## src/rtl/ctr_run_arbiter.sv

```systemverilog
// Round-robin sequencer sharing one up/down counter between NREQ requesters.
// Optional watchdog on stalled runs: define CTR_RUN_WATCHDOG_EN.
module ctr_run_arbiter #(
  parameter int WIDTH = 4,
  parameter int NREQ  = 2
) (
  input  logic                    clk,
  input  logic                    rst_n,
  input  logic [NREQ-1:0]         req,
  input  logic [NREQ*WIDTH-1:0]   start_val,
  input  logic [NREQ*WIDTH-1:0]   target_val,
  input  logic                    abort,
  output logic [NREQ-1:0]         gnt,
  output logic                    busy,
  output logic                    done,
  output logic [$clog2(NREQ)-1:0] done_id,
  output logic                    aborted,
  output logic                    err,
  output logic                    ctr_load,
  output logic                    ctr_enable,
  output logic                    ctr_up_down,
  output logic [WIDTH-1:0]        ctr_d_in,
  input  logic [WIDTH-1:0]        ctr_count
);

  localparam int IDW = $clog2(NREQ);

  typedef enum logic [1:0] {
    S_IDLE,
    S_LOAD,
    S_RUN,
    S_DONE
  } state_t;

  state_t           state, state_nx;
  logic [IDW-1:0]   rr_ptr, rr_nx;
  logic [IDW-1:0]   win_idx, ptr_after;
  logic             win_found;
  logic [WIDTH-1:0] win_start, win_target;
  logic [WIDTH-1:0] tgt_q, tgt_nx;
  logic             stop_hit;

  logic [NREQ-1:0]  gnt_nx;
  logic             busy_nx, done_nx, aborted_nx;
  logic [IDW-1:0]   id_nx;
  logic             load_nx, enable_nx, up_nx;
  logic [WIDTH-1:0] d_nx;

  // First requester at or above rr_ptr, wrapping around
  always_comb begin
    win_found = 1'b0;
    win_idx   = '0;
    for (int unsigned off = 0; off < NREQ; off++) begin
      if (!win_found && req[(32'(rr_ptr) + off) % NREQ]) begin
        win_found = 1'b1;
        win_idx   = IDW'((32'(rr_ptr) + off) % NREQ);
      end
    end
  end

  assign win_start  = start_val[win_idx*WIDTH +: WIDTH];
  assign win_target = target_val[win_idx*WIDTH +: WIDTH];
  assign ptr_after  = (done_id == IDW'(NREQ - 1)) ? '0 : done_id + 1'b1;

  // Stop one step early so the registered enable drops on the edge that reaches target
  assign stop_hit = ctr_up_down ? (ctr_count == tgt_q - WIDTH'(1))
                                : (ctr_count == tgt_q + WIDTH'(1));

`ifdef CTR_RUN_WATCHDOG_EN
  logic [WIDTH:0] wd_cnt;
  logic           wd_trip;
  logic           err_nx;

  always_ff @(posedge clk or negedge rst_n) begin
    if (!rst_n) begin
      wd_cnt <= '0;
    end else if (state == S_LOAD) begin
      wd_cnt <= '0;
    end else if (state == S_RUN) begin
      wd_cnt <= wd_cnt + 1'b1;
    end
  end

  assign wd_trip = (state == S_RUN) && (wd_cnt == {1'b1, {WIDTH{1'b0}}});
`endif

  always_comb begin
    state_nx   = state;
    rr_nx      = rr_ptr;
    tgt_nx     = tgt_q;
    gnt_nx     = '0;
    busy_nx    = busy;
    done_nx    = 1'b0;
    id_nx      = done_id;
    aborted_nx = 1'b0;
    load_nx    = 1'b0;
    enable_nx  = ctr_enable;
    up_nx      = ctr_up_down;
    d_nx       = ctr_d_in;
`ifdef CTR_RUN_WATCHDOG_EN
    err_nx     = 1'b0;
`endif
    unique case (state)
      S_IDLE: begin
        if (win_found) begin
          state_nx  = S_LOAD;
          gnt_nx    = NREQ'(1) << win_idx;
          busy_nx   = 1'b1;
          load_nx   = 1'b1;
          enable_nx = 1'b0;
          d_nx      = win_start;
          up_nx     = (win_target >= win_start);
          id_nx     = win_idx;
          tgt_nx    = win_target;
        end
      end
      S_LOAD: begin
        if (abort) begin
          state_nx   = S_IDLE;
          busy_nx    = 1'b0;
          enable_nx  = 1'b0;
          aborted_nx = 1'b1;
          rr_nx      = ptr_after;
        end else if (tgt_q == ctr_d_in) begin
          state_nx  = S_DONE;
          enable_nx = 1'b0;
          done_nx   = 1'b1;
        end else begin
          state_nx  = S_RUN;
          enable_nx = 1'b1;
        end
      end
      S_RUN: begin
        if (abort) begin
          state_nx   = S_IDLE;
          busy_nx    = 1'b0;
          enable_nx  = 1'b0;
          aborted_nx = 1'b1;
          rr_nx      = ptr_after;
        end else if (stop_hit) begin
          state_nx  = S_DONE;
          enable_nx = 1'b0;
          done_nx   = 1'b1;
        end
`ifdef CTR_RUN_WATCHDOG_EN
        else if (wd_trip) begin
          state_nx  = S_IDLE;
          busy_nx   = 1'b0;
          enable_nx = 1'b0;
          err_nx    = 1'b1;
          rr_nx     = ptr_after;
        end
`endif
      end
      S_DONE: begin
        state_nx = S_IDLE;
        busy_nx  = 1'b0;
        rr_nx    = ptr_after;
      end
      default: state_nx = S_IDLE;
    endcase
  end

  always_ff @(posedge clk or negedge rst_n) begin
    if (!rst_n) begin
      state       <= S_IDLE;
      rr_ptr      <= '0;
      tgt_q       <= '0;
      gnt         <= '0;
      busy        <= 1'b0;
      done        <= 1'b0;
      done_id     <= '0;
      aborted     <= 1'b0;
      ctr_load    <= 1'b0;
      ctr_enable  <= 1'b0;
      ctr_up_down <= 1'b1;
      ctr_d_in    <= '0;
    end else begin
      state       <= state_nx;
      rr_ptr      <= rr_nx;
      tgt_q       <= tgt_nx;
      gnt         <= gnt_nx;
      busy        <= busy_nx;
      done        <= done_nx;
      done_id     <= id_nx;
      aborted     <= aborted_nx;
      ctr_load    <= load_nx;
      ctr_enable  <= enable_nx;
      ctr_up_down <= up_nx;
      ctr_d_in    <= d_nx;
    end
  end

`ifdef CTR_RUN_WATCHDOG_EN
  always_ff @(posedge clk or negedge rst_n) begin
    if (!rst_n) err <= 1'b0;
    else        err <= err_nx;
  end
`else
  assign err = 1'b0;
`endif

endmodule

```

## config.mk

```make
export PLATFORM = sky130hd
export DESIGN_NAME = ctr_run_arbiter
export DESIGN_NICKNAME = d
export VERILOG_FILES = /design/src/rtl/ctr_run_arbiter.sv
export SDC_FILE = /design/constraint.sdc
export NUM_CORES = 1
export LEC_CHECK = 0
export CORE_UTILIZATION = 45
export DETAILED_ROUTE_END_ITERATION = 10
export PLACE_DENSITY = 0.86
export REMOVE_ABC_BUFFERS = 1
export SYNTH_ARGS = -nofsm -noshare
export SYNTH_HDL_FRONTEND = slang
export SYNTH_SLANG_ARGS = --single-unit
```

## constraint.sdc

```tcl
create_clock -name clk -period 2.4 [get_ports clk]
set_input_delay 0.48 -clock clk [delete_from_list [all_inputs] [get_ports clk]]
set_output_delay 0.48 -clock clk [all_outputs]
set_load 0.01 [all_outputs]
```

After elaboration in Yosys (flattened, before gate mapping)
Cells that the tools add are included.
{"block": "word_totals", "regBits": 20, "latch_bits": 0, "ram_bits": 0, "mem_bits_ro": 0, "inputBits": 25, "wordCells": 80, "memories": 0}
{"block": "classes", "add_sub_neg": 4, "n_mul": 0, "div": 0, "magnitude_cmp": 3, "n_eq_ne": 9, "shift": 3, "n_mux": 38, "n_bitwise": 0, "n_reduce_logical": 11}
{"op": "1-bit two-way mux", "count": 27}
{"op": "8-bit by 4-bit indexed part select with 4-bit output", "count": 2}
{"op": "4-bit == test", "count": 3}
{"op": "2-bit two-way mux", "count": 6}
{"op": "2-bit one-hot mux with 4 select lines", "count": 1}
{"op": "2-bit AND reduction", "count": 4}
{"op": "1-bit one-hot mux with 3 select lines", "count": 2}
{"op": "4-bit by 1-bit adder with 4-bit output (second input constant)", "count": 1}
{"op": "2-bit == test (second input constant)", "count": 2}
{"op": "4-bit greater-or-equal comparator", "count": 1}
{"op": "1-bit by 2-bit < comparator with 1-bit output (second input constant)", "count": 2}
{"op": "1-bit one-hot mux with 2 select lines", "count": 2}
{"op": "4-bit by 1-bit subtractor with 4-bit output (second input constant)", "count": 1}
{"op": "3-bit inequality test (second input constant)", "count": 1}
{"op": "3-bit AND reduction", "count": 1}
{"op": "3-bit nonzero test", "count": 1}
{"op": "1-bit adder (second input constant)", "count": 2}
{"op": "2-bit by 1-bit == test with 1-bit output (second input constant)", "count": 1}
{"op": "2-bit zero test", "count": 1}
{"op": "2-bit by 1-bit inequality test with 1-bit output (second input constant)", "count": 1}
{"op": "2-bit inequality test (second input constant)", "count": 1}
{"op": "2-bit nonzero test", "count": 1}
{"op": "2-bit OR reduction", "count": 1}
{"op": "1-bit by 1-bit left shift with 2-bit output (first input constant)", "count": 1}
{"op": "other kinds (2)", "count": 2}

Longest topological paths before layout
Gate-level depths: netlist of run 1.
{"block": "logic_depth", "word_depth": 9, "mapped_depth": 9, "ltp_nobuf": 9}

Least setup slack after synthesis of run 1
OpenSTA, ideal clock, no wires.
{"block": "synth_timing", "kind": "in2reg", "from": "input port req[0]", "to": "register ctr_up_down", "arrival_ns": 2.030, "required_time_ns": 2.306, "slack_ns": 0.276, "stages": 9, "path_buffers": 0, "cell_sequence": "inv_1 o21ai_2 mux2_2 ha_1 nand2b_1 a21oi_1 nor2b_1 o21ai_0 a22oi_1"}
{"block": "synth_between", "elab_chain_len": 8, "elab_cells_between_ends": 14}
{"element": "start, declared", "line_no": "9", "text": "input logic [NREQ-1:0] req,"}
{"element": "1-bit two-way mux (implied by the code) (2 in series)", "line_no": "54", "text": "if (!win_found && req[(32'(rr_ptr) + off) % NREQ]) begin"}
{"element": "1-bit two-way mux", "line_no": "54"}
{"element": "1-bit zero test", "line_no": "54"}
{"element": "1-bit logical AND", "line_no": "54"}
{"element": "1-bit two-way mux (*)", "line_no": "54"}
{"element": "8-bit by 4-bit indexed part select with 4-bit output (*)", "line_no": "61", "text": "assign win_start = start_val[win_idx*WIDTH +: WIDTH];"}
{"element": "named net win_start[0]", "line_no": "39", "text": "logic [WIDTH-1:0] win_start, win_target;"}
{"element": "4-bit greater-or-equal comparator (*)", "line_no": "112", "text": "up_nx = (win_target >= win_start);"}
{"element": "end signal, assigned", "line_no": "189", "text": "ctr_up_down <= up_nx;"}
{"element": "end, declared", "line_no": "21", "text": "output logic ctr_up_down,"}
Mark *: on every way through the listed nets, which the timed path passes. The rest lies on a longest branch. The select of a mux whose other input is x is not followed.
A chain may end at the register's enable or synchronous reset.

Final worst setup path of run 1
{"block": "layout_timing", "from": "register ctr_up_down", "to": "register state[1]"}
{"block": "layout_between", "elab_chain_len": 3}
{"element": "1-bit two-way mux", "line_no": "66", "text": "assign stop_hit = ctr_up_down ? (ctr_count == tgt_q - WIDTH'(1))"}
{"element": "3-bit inequality test (no source line)"}
{"element": "2-bit AND reduction (no source line)"}
{"element": "end signal, assigned", "line_no": "179", "text": "state <= state_nx;"}
{"element": "end, declared", "line_no": "35", "text": "state_t state, state_nx;"}
Every way passes these cells.

==> run_summary.xml, run 1 <==
<?xml version="1.0" encoding="UTF-8"?>
<metrics>
  <group name="outcome">
    <metric name="status" unit="">finished clean</metric>
  </group>
  <group name="cts">
    <metric name="worst_skew_pair.late_latency" unit="ns">0.31</metric>
    <metric name="resized_after_cts" unit="">0</metric>
    <metric name="cts_root_buffer" unit="">sky130_fd_sc_hd__clkbuf_4</metric>
    <metric name="cts_buffers" unit="">3</metric>
    <metric name="cts_hold_buf" unit="">0</metric>
    <metric name="clockBufferDepth" unit="">2</metric>
    <metric name="ctsHtreeMaxLevel" unit="">1</metric>
    <metric name="clock_tree_from_tritoncts" unit="">yes</metric>
    <metric name="clock_pin_transition_on_the_worst_setup_and_hold_timing_paths" unit="ns">0.12</metric>
    <metric name="clkSinkCount" unit="">20</metric>
    <metric name="cts_setup_buffers" unit="">0</metric>
  </group>
  <group name="layout">
    <metric name="num-fill-cells" unit="">215</metric>
    <metric name="register_cell_area_after_layout" unit="sq um">501.7</metric>
    <metric name="area_of_the_multi_input_gates" unit="sq um">686.9</metric>
    <metric name="design_area" unit="sq um">1732</metric>
    <metric name="mostFrequentLayoutCells" unit="">sky130_fd_sc_hd__clkdlybuf4s50_1 (37), sky130_fd_sc_hd__dfrtp_1 (19), sky130_fd_sc_hd__nand2_1 (17)</metric>
    <metric name="flow.area_growth_from_synthesis" unit="%">39.52</metric>
    <metric name="proportion_of_layout_cells_with_a_drive_suffix_above_1" unit="%">11.11</metric>
    <metric name="n_antenna_cell" unit="">0</metric>
    <metric name="layout.nets" unit="">208</metric>
    <metric name="most_common_cell_after_layout_fill_and_taps_aside" unit="">sky130_fd_sc_hd__clkdlybuf4s50_1</metric>
  </group>
  <group name="detailed_routing">
    <metric name="avgRoutedWirePerCell" unit="microns">14.00</metric>
    <metric name="routed_via_density" unit="">5.328</metric>
    <metric name="first_pass_iters" unit="">4</metric>
    <metric name="antenna_left" unit="">0</metric>
    <metric name="drt_first_iter_violations" unit="">6</metric>
    <metric name="postRouteWirelength" unit="microns">2813</metric>
    <metric name="via_count" unit="">1071</metric>
    <metric name="drc" unit="">0</metric>
  </group>
  <group name="power">
    <metric name="power.share.sequential" unit="%">29.4</metric>
    <metric name="power.static_leakage" unit="nW">0.7796</metric>
    <metric name="power_per_cell_area" unit="nW/um^2">1256</metric>
    <metric name="switching_share" unit="%">40.53</metric>
    <metric name="pwr-share-clk" unit="%">13.0</metric>
    <metric name="combPwrFrac" unit="%">57.7</metric>
    <metric name="p_int" unit="mW">1.293</metric>
    <metric name="design_power_total" unit="mW">2.175</metric>
    <metric name="ir_worst_vdd" unit="mV">0.8058</metric>
    <metric name="net_switching_power_figure" unit="uW">881.4</metric>
  </group>
  <group name="place">
    <metric name="place_area" unit="sq um">1679</metric>
    <metric name="dpl.hpwl" unit="microns">2255</metric>
    <metric name="gp_congestion" unit="">0.8588</metric>
    <metric name="port_buffers" unit="">37</metric>
  </group>
  <group name="floorplan">
    <metric name="fp.dieW" unit="microns">54.52</metric>
    <metric name="pin_count" unit="">39</metric>
    <metric name="core_region_area" unit="sq um">2545</metric>
    <metric name="die_area" unit="sq um">2972</metric>
    <metric name="rows" unit="">18</metric>
    <metric name="start_util" unit="%">48.77</metric>
    <metric name="die_h" unit="microns">54.52</metric>
  </group>
  <group name="critical_path">
    <metric name="endpoint_kind" unit="">flip-flop</metric>
    <metric name="total_buffers_and_inverters_traversed_by_the_critical_path" unit="">1</metric>
    <metric name="crit_family" unit="">flip-flops</metric>
    <metric name="cp.arrival" unit="ns">2.36</metric>
    <metric name="critical_path.cell_chain" unit="">inv_1 &gt; fa_1 &gt; xor2_1 &gt; xnor2_1 &gt; nor3_2 &gt; o221a_2 &gt; o211ai_1</metric>
    <metric name="critical_path.max_stage_delay" unit="ns">0.59</metric>
    <metric name="worst_setup_path_start_kind" unit="">flip-flop</metric>
    <metric name="setup.worst_path.class" unit="">flip-flop to flip-flop</metric>
    <metric name="crit_required" unit="ns">2.60</metric>
    <metric name="cp_slowest_cell" unit="">sky130_fd_sc_hd__dfstp_2</metric>
    <metric name="crit_fanout" unit="">5</metric>
  </group>
  <group name="sta">
    <metric name="hold_ws" unit="ns">0.4839</metric>
    <metric name="final_min_period_over_clock_period" unit="%">90.24</metric>
    <metric name="skew" unit="ns">0.001950</metric>
    <metric name="maximum_achievable_frequency" unit="MHz">461.7</metric>
    <metric name="finalHoldViolCount" unit="">0</metric>
    <metric name="final_max_slew_viol_count" unit="">0</metric>
    <metric name="setup_total_negative_slack" unit="ns">0</metric>
    <metric name="rsz0062_at_grt" unit="">no</metric>
    <metric name="fin_crit" unit="ns">2.166</metric>
    <metric name="setup_viol" unit="">0</metric>
  </group>
  <group name="worst_hold_path">
    <metric name="hold_class" unit="">input port to async pin</metric>
  </group>
  <group name="job">
    <metric name="maxCapViolations" unit="">0</metric>
  </group>
  <group name="synthesis">
    <metric name="ys_seq_area_share" unit="%">40.42</metric>
    <metric name="syn_inst" unit="">127</metric>
    <metric name="number_of_enable_type_register_cells_in_the_synthesized_netlist" unit="">0</metric>
    <metric name="share_of_flip_flops_with_an_asynchronous_set_or_reset" unit="%">100.0</metric>
    <metric name="synth-warning-count" unit="">0</metric>
    <metric name="synth_area" unit="sq um">1241</metric>
    <metric name="postSynthAreaPerCell" unit="sq um">9.773</metric>
    <metric name="dominantRegCellSynth" unit="">sky130_fd_sc_hd__dfrtp_1</metric>
    <metric name="yosys.cell_types.count" unit="">38</metric>
    <metric name="ys_ff_latch" unit="">20</metric>
  </group>
  <group name="global_route">
    <metric name="via_count_of_the_first_global_routing_pass" unit="">1049</metric>
    <metric name="grt_first_pass_wirelength" unit="microns">4478</metric>
    <metric name="maximum_number_of_pins_on_one_net_before_global_route_repair" unit="">21</metric>
    <metric name="global_route.overflow_total" unit="">0</metric>
    <metric name="gr-usage-all-layers" unit="%">21.87</metric>
    <metric name="grt_antenna_before_repair" unit="">0</metric>
  </group>
</metrics>
[sequential cells by signal (all words and copies together), names as in the netlist]
register / cells
done: 1
ctr_d_in: 4
ctr_load: 1
aborted: 1
ctr_enable: 1
ctr_up_down: 1
busy: 1
done_id: 1
gnt: 2
rr_ptr: 1
state: 2
tgt_q: 4
[through the flow]
| step | worst slack (ns) | utilization, % | std cells |
|---|---|---|---|
| after floorplan | 0.2606 | - | 124 |
| after global placement | -0.07512 | 65.98 | 197 |
| after detailed placement | -0.1090 | 65.98 | 197 |
| after CTS | 0.2302 | 68.04 | 201 |
| after global routing | 0.09941 | 68.04 | 201 |
| final | 0.2342 | 68.04 | 201 |
[final timing paths]
path	from	endpoint	slack [ns]	cells past startpoint
min	rst_n	state[1]$_DFFE_PN0P_	0.48	2
max reg2reg	ctr_up_down$_DFFE_PN1P_	state[1]$_DFFE_PN0P_	0.23	7
min reg2reg	done_id$_DFFE_PN0P_	rr_ptr$_DFFE_PN0P_	0.51	1
max in group asynchronous	rst_n	ctr_up_down$_DFFE_PN1P_	1.65	2
max	ctr_up_down$_DFFE_PN1P_	state[1]$_DFFE_PN0P_	0.23	7
min in group clk	done_id$_DFFE_PN0P_	rr_ptr$_DFFE_PN0P_	0.51	1
[logic make-up after synthesis]
group                    count (synthesis)  synth area share, %
AO/OA/AOI/OAI                           27                15.02
XOR/XNOR                                11                7.762
adder cells (fa/ha/maj)                 11                11.69
buffers and inverters                   13                4.235
flip-flops                              20                40.42
multiplexers                             8                6.855
other                                    1               0.3021
AND/OR/NAND/NOR                         36                13.71
[cells in the mapped netlist (4+ instances only)]
master,instances,area [sq um]
sky130_fd_sc_hd__dfrtp_1,19,475.5
sky130_fd_sc_hd__nand2_1,17,63.81
sky130_fd_sc_hd__ha_1,10,125.1
sky130_fd_sc_hd__inv_1,10,37.54
sky130_fd_sc_hd__xnor2_1,10,87.58
sky130_fd_sc_hd__o21ai_0,8,40.04
sky130_fd_sc_hd__nor2_1,7,26.28
sky130_fd_sc_hd__a21oi_1,4,20.02
sky130_fd_sc_hd__mux2_2,4,45.04
sky130_fd_sc_hd__mux2i_1,4,40.04
[area by class of cell]
type	instances	share of cell area (%)
multi-input combinational	94	39.67
clock buffer	3	1.301
tap	30	2.168
timing repair buffer	43	23.99
sequential	20	28.97
inverter	10	2.168
clock inverter	1	1.734
[power groups by stage]
stage,Sequential (mW),Combinational (mW),Clock (mW)
detailed placement,0.648,1.25,0
global route,0.661,1.39,0.301
global placement,0.635,1.20,0
finish,0.639,1.25,0.282
CTS,0.640,1.26,0.290
floorplan,0.662,0.781,0
[layer usage]
metal  GRT usage (%)  part of all wire (%)  routed length [microns]
met4           12.82                   2.5                       69
met3           5.000                   4.5                      126
met5               0                     0                        0
met1           23.06                    40                     1116
met2           39.23                    53                     1501
No activity file was read; power rests on OpenSTA's default activity.
==> inputs of run 2 (changes only) <==
Settings changed: SKIP_CTS_REPAIR_TIMING from default to 1.
==> results of run 2 <==
Same layout as run 1: the final DEF is identical, and so are final timing and power.
==> inputs of run 3 (changes only) <==
Settings changed: CORE_UTILIZATION 45 to 46, PLACE_DENSITY 0.86 to 0.87, REMOVE_ABC_BUFFERS 1 to default.
==> run_summary.xml, run 3 (synthesis gave the netlist of run 1 again) <==
<?xml version="1.0" encoding="UTF-8"?>
<metrics>
  <group name="floorplan">
    <metric name="start_util" unit="%">49.21</metric>
    <metric name="die_h" unit="microns">53.95</metric>
    <metric name="die_area" unit="sq um">2910</metric>
    <metric name="pin_count" unit="">39</metric>
    <metric name="fp.dieW" unit="microns">53.95</metric>
    <metric name="core_region_area" unit="sq um">2522</metric>
    <metric name="rows" unit="">18</metric>
  </group>
  <group name="detailed_routing">
    <metric name="avgRoutedWirePerCell" unit="microns">14.01</metric>
    <metric name="postRouteWirelength" unit="microns">2801</metric>
    <metric name="via_count" unit="">1086</metric>
    <metric name="routed_via_density" unit="">5.430</metric>
    <metric name="drc" unit="">0</metric>
    <metric name="antenna_left" unit="">0</metric>
    <metric name="drt_first_iter_violations" unit="">16</metric>
    <metric name="first_pass_iters" unit="">4</metric>
  </group>
  <group name="global_route">
    <metric name="gr-usage-all-layers" unit="%">22.36</metric>
    <metric name="grt_first_pass_wirelength" unit="microns">4602</metric>
    <metric name="via_count_of_the_first_global_routing_pass" unit="">1126</metric>
    <metric name="maximum_number_of_pins_on_one_net_before_global_route_repair" unit="">21</metric>
    <metric name="grt_antenna_before_repair" unit="">0</metric>
    <metric name="global_route.overflow_total" unit="">0</metric>
  </group>
  <group name="layout">
    <metric name="mostFrequentLayoutCells" unit="">sky130_fd_sc_hd__clkdlybuf4s50_1 (37), sky130_fd_sc_hd__dfrtp_1 (19), sky130_fd_sc_hd__nand2_1 (17)</metric>
    <metric name="final_cell_count_no_fill" unit="">200</metric>
    <metric name="layout.nets" unit="">207</metric>
    <metric name="biggest_registers_after_layout" unit="">ctr_d_in x4, tgt_q x4</metric>
    <metric name="flow.area_growth_from_synthesis" unit="%">38.91</metric>
    <metric name="num-fill-cells" unit="">209</metric>
    <metric name="proportion_of_layout_cells_with_a_drive_suffix_above_1" unit="%">10.59</metric>
    <metric name="n_antenna_cell" unit="">0</metric>
    <metric name="most_common_cell_after_layout_fill_and_taps_aside" unit="">sky130_fd_sc_hd__clkdlybuf4s50_1</metric>
    <metric name="register_cell_area_after_layout" unit="sq um">501.7</metric>
    <metric name="area_of_the_multi_input_gates" unit="sq um">686.9</metric>
  </group>
  <group name="critical_path">
    <metric name="crit_required" unit="ns">2.63</metric>
    <metric name="cp.arrival" unit="ns">2.46</metric>
    <metric name="worst_setup_path_start_kind" unit="">input port</metric>
    <metric name="setup.worst_path.class" unit="">input port to flip-flop</metric>
    <metric name="crit_fanout" unit="">8</metric>
    <metric name="endpoint_kind" unit="">flip-flop</metric>
  </group>
  <group name="sta">
    <metric name="maximum_achievable_frequency" unit="MHz">449.6</metric>
    <metric name="final_min_period_over_clock_period" unit="%">92.67</metric>
    <metric name="finalHoldViolCount" unit="">0</metric>
    <metric name="skew" unit="ns">0.009538</metric>
    <metric name="final_max_slew_viol_count" unit="">0</metric>
    <metric name="setup_viol" unit="">0</metric>
    <metric name="rsz0062_at_grt" unit="">no</metric>
    <metric name="post-route-worst-setup-slack" unit="ns">0.1759</metric>
    <metric name="fin_crit" unit="ns">2.224</metric>
  </group>
  <group name="cts">
    <metric name="worst_skew_pair.late_latency" unit="ns">0.31</metric>
    <metric name="clock_tree_from_tritoncts" unit="">yes</metric>
    <metric name="cts_root_buffer" unit="">sky130_fd_sc_hd__clkbuf_4</metric>
    <metric name="clock_pin_transition_on_the_worst_setup_and_hold_timing_paths" unit="ns">0.12</metric>
    <metric name="clockBufferDepth" unit="">2</metric>
    <metric name="clkSinkCount" unit="">20</metric>
    <metric name="cts_buffers" unit="">3</metric>
    <metric name="ctsHtreeMaxLevel" unit="">1</metric>
  </group>
  <group name="place">
    <metric name="gp_congestion" unit="">0.8732</metric>
    <metric name="dpl.hpwl" unit="microns">2222</metric>
    <metric name="place_inst" unit="">196</metric>
    <metric name="pre_cts_ws" unit="ns">-0.1342</metric>
    <metric name="port_buffers" unit="">37</metric>
  </group>
  <group name="power">
    <metric name="ir_worst_vdd" unit="mV">0.8547</metric>
    <metric name="switching_share" unit="%">40.93</metric>
    <metric name="power_per_cell_area" unit="nW/um^2">1266</metric>
    <metric name="power.static_leakage" unit="nW">0.7750</metric>
    <metric name="pwr-share-clk" unit="%">12.7</metric>
    <metric name="p_int" unit="mW">1.290</metric>
    <metric name="combPwrFrac" unit="%">57.9</metric>
    <metric name="power.share.sequential" unit="%">29.4</metric>
    <metric name="net_switching_power_figure" unit="uW">893.8</metric>
  </group>
  <group name="synthesis">
    <metric name="synth_fp_nets" unit="">163</metric>
  </group>
  <group name="job">
    <metric name="maxCapViolations" unit="">0</metric>
  </group>
  <group name="worst_hold_path">
    <metric name="hold_class" unit="">input port to async pin</metric>
  </group>
  <group name="outcome">
    <metric name="status" unit="">finished clean</metric>
  </group>
</metrics>
[run 3: changes by cell type in the layout (fill, tap and decap cells not counted)]
cell                    before  now
sky130_fd_sc_hd__buf_4       6    5
[run 3: worst max-delay path: stages]
cell and delay, ns:
sky130_fd_sc_hd__clkdlybuf4s50_1 0.48, sky130_fd_sc_hd__inv_1 0.05, sky130_fd_sc_hd__o21ai_2 0.14, sky130_fd_sc_hd__buf_4 0.19, sky130_fd_sc_hd__mux2i_1 0.26, sky130_fd_sc_hd__ha_1 0.26, sky130_fd_sc_hd__nand2b_1 0.15, sky130_fd_sc_hd__a21oi_1 0.15
sky130_fd_sc_hd__nor2b_1 0.06, sky130_fd_sc_hd__o21ai_0 0.15, sky130_fd_sc_hd__a22oi_1 0.09
[run 3: path summary, 6_finish.rpt]
kind                                    startpoint                      end  slack (ns)  cells past startpoint
max                                         req[0]  ctr_up_down$_DFFE_PN1P_        0.18                     11
min in group clk               done_id$_DFFE_PN0P_       rr_ptr$_DFFE_PN0P_        0.50                      1
min                                          rst_n   ctr_enable$_DFFE_PN0P_        0.48                      2
min reg2reg                    done_id$_DFFE_PN0P_       rr_ptr$_DFFE_PN0P_        0.50                      1
max in group asynchronous                    rst_n  ctr_up_down$_DFFE_PN1P_        1.63                      2
max reg2reg                ctr_up_down$_DFFE_PN1P_     state[1]$_DFFE_PN0P_        0.22                      7
[run 3: power groups by stage]
stage	Combinational [mW]	Clock [mW]	Sequential, mW
2_1_floorplan	0.788	0	0.662
3_3_place_gp	1.20	0	0.635
3_5_place_dp	1.25	0	0.646
4_1_cts	1.26	0.280	0.643
5_1_grt	1.39	0.295	0.667
6_report	1.26	0.277	0.641
[run 3: cell type report]
class / instances / area share, %
timing repair buffer: 42 / 23.66
clock buffer: 3 / 1.306
tap: 30 / 2.177
sequential: 20 / 29.10
clock inverter: 1 / 1.742
inverter: 10 / 2.177
multi-input combinational: 94 / 39.84
[run 3: metal layers]
layer | vias to the layer above | GRT usage, % | wire, microns
li1 | 516 | - | -
met2 | 42 | 40.95 | 1455
met4 | 0 | 14.47 | 85
met5 | - | 0 | 0
met1 | 518 | 22.28 | 1098
met3 | 10 | 5.085 | 161
[run 3: per-stage QoR]
stage | area, sq um | hold slack, ns | util, % | setup TNS, ns | power (mW)
CTS | 1724 | 0.4951 | 68.35 | 0 | 2.187
global route | 1724 | 0.5204 | 68.35 | 0 | 2.347
floorplan | 1241 | 0.1844 | - | 0 | 1.449
global placement | 1672 | 0.4757 | 66.27 | -0.02913 | 1.834
finish | 1724 | 0.4815 | 68.35 | 0 | 2.183
detailed placement | 1672 | 0.4822 | 66.27 | -0.1342 | 1.899
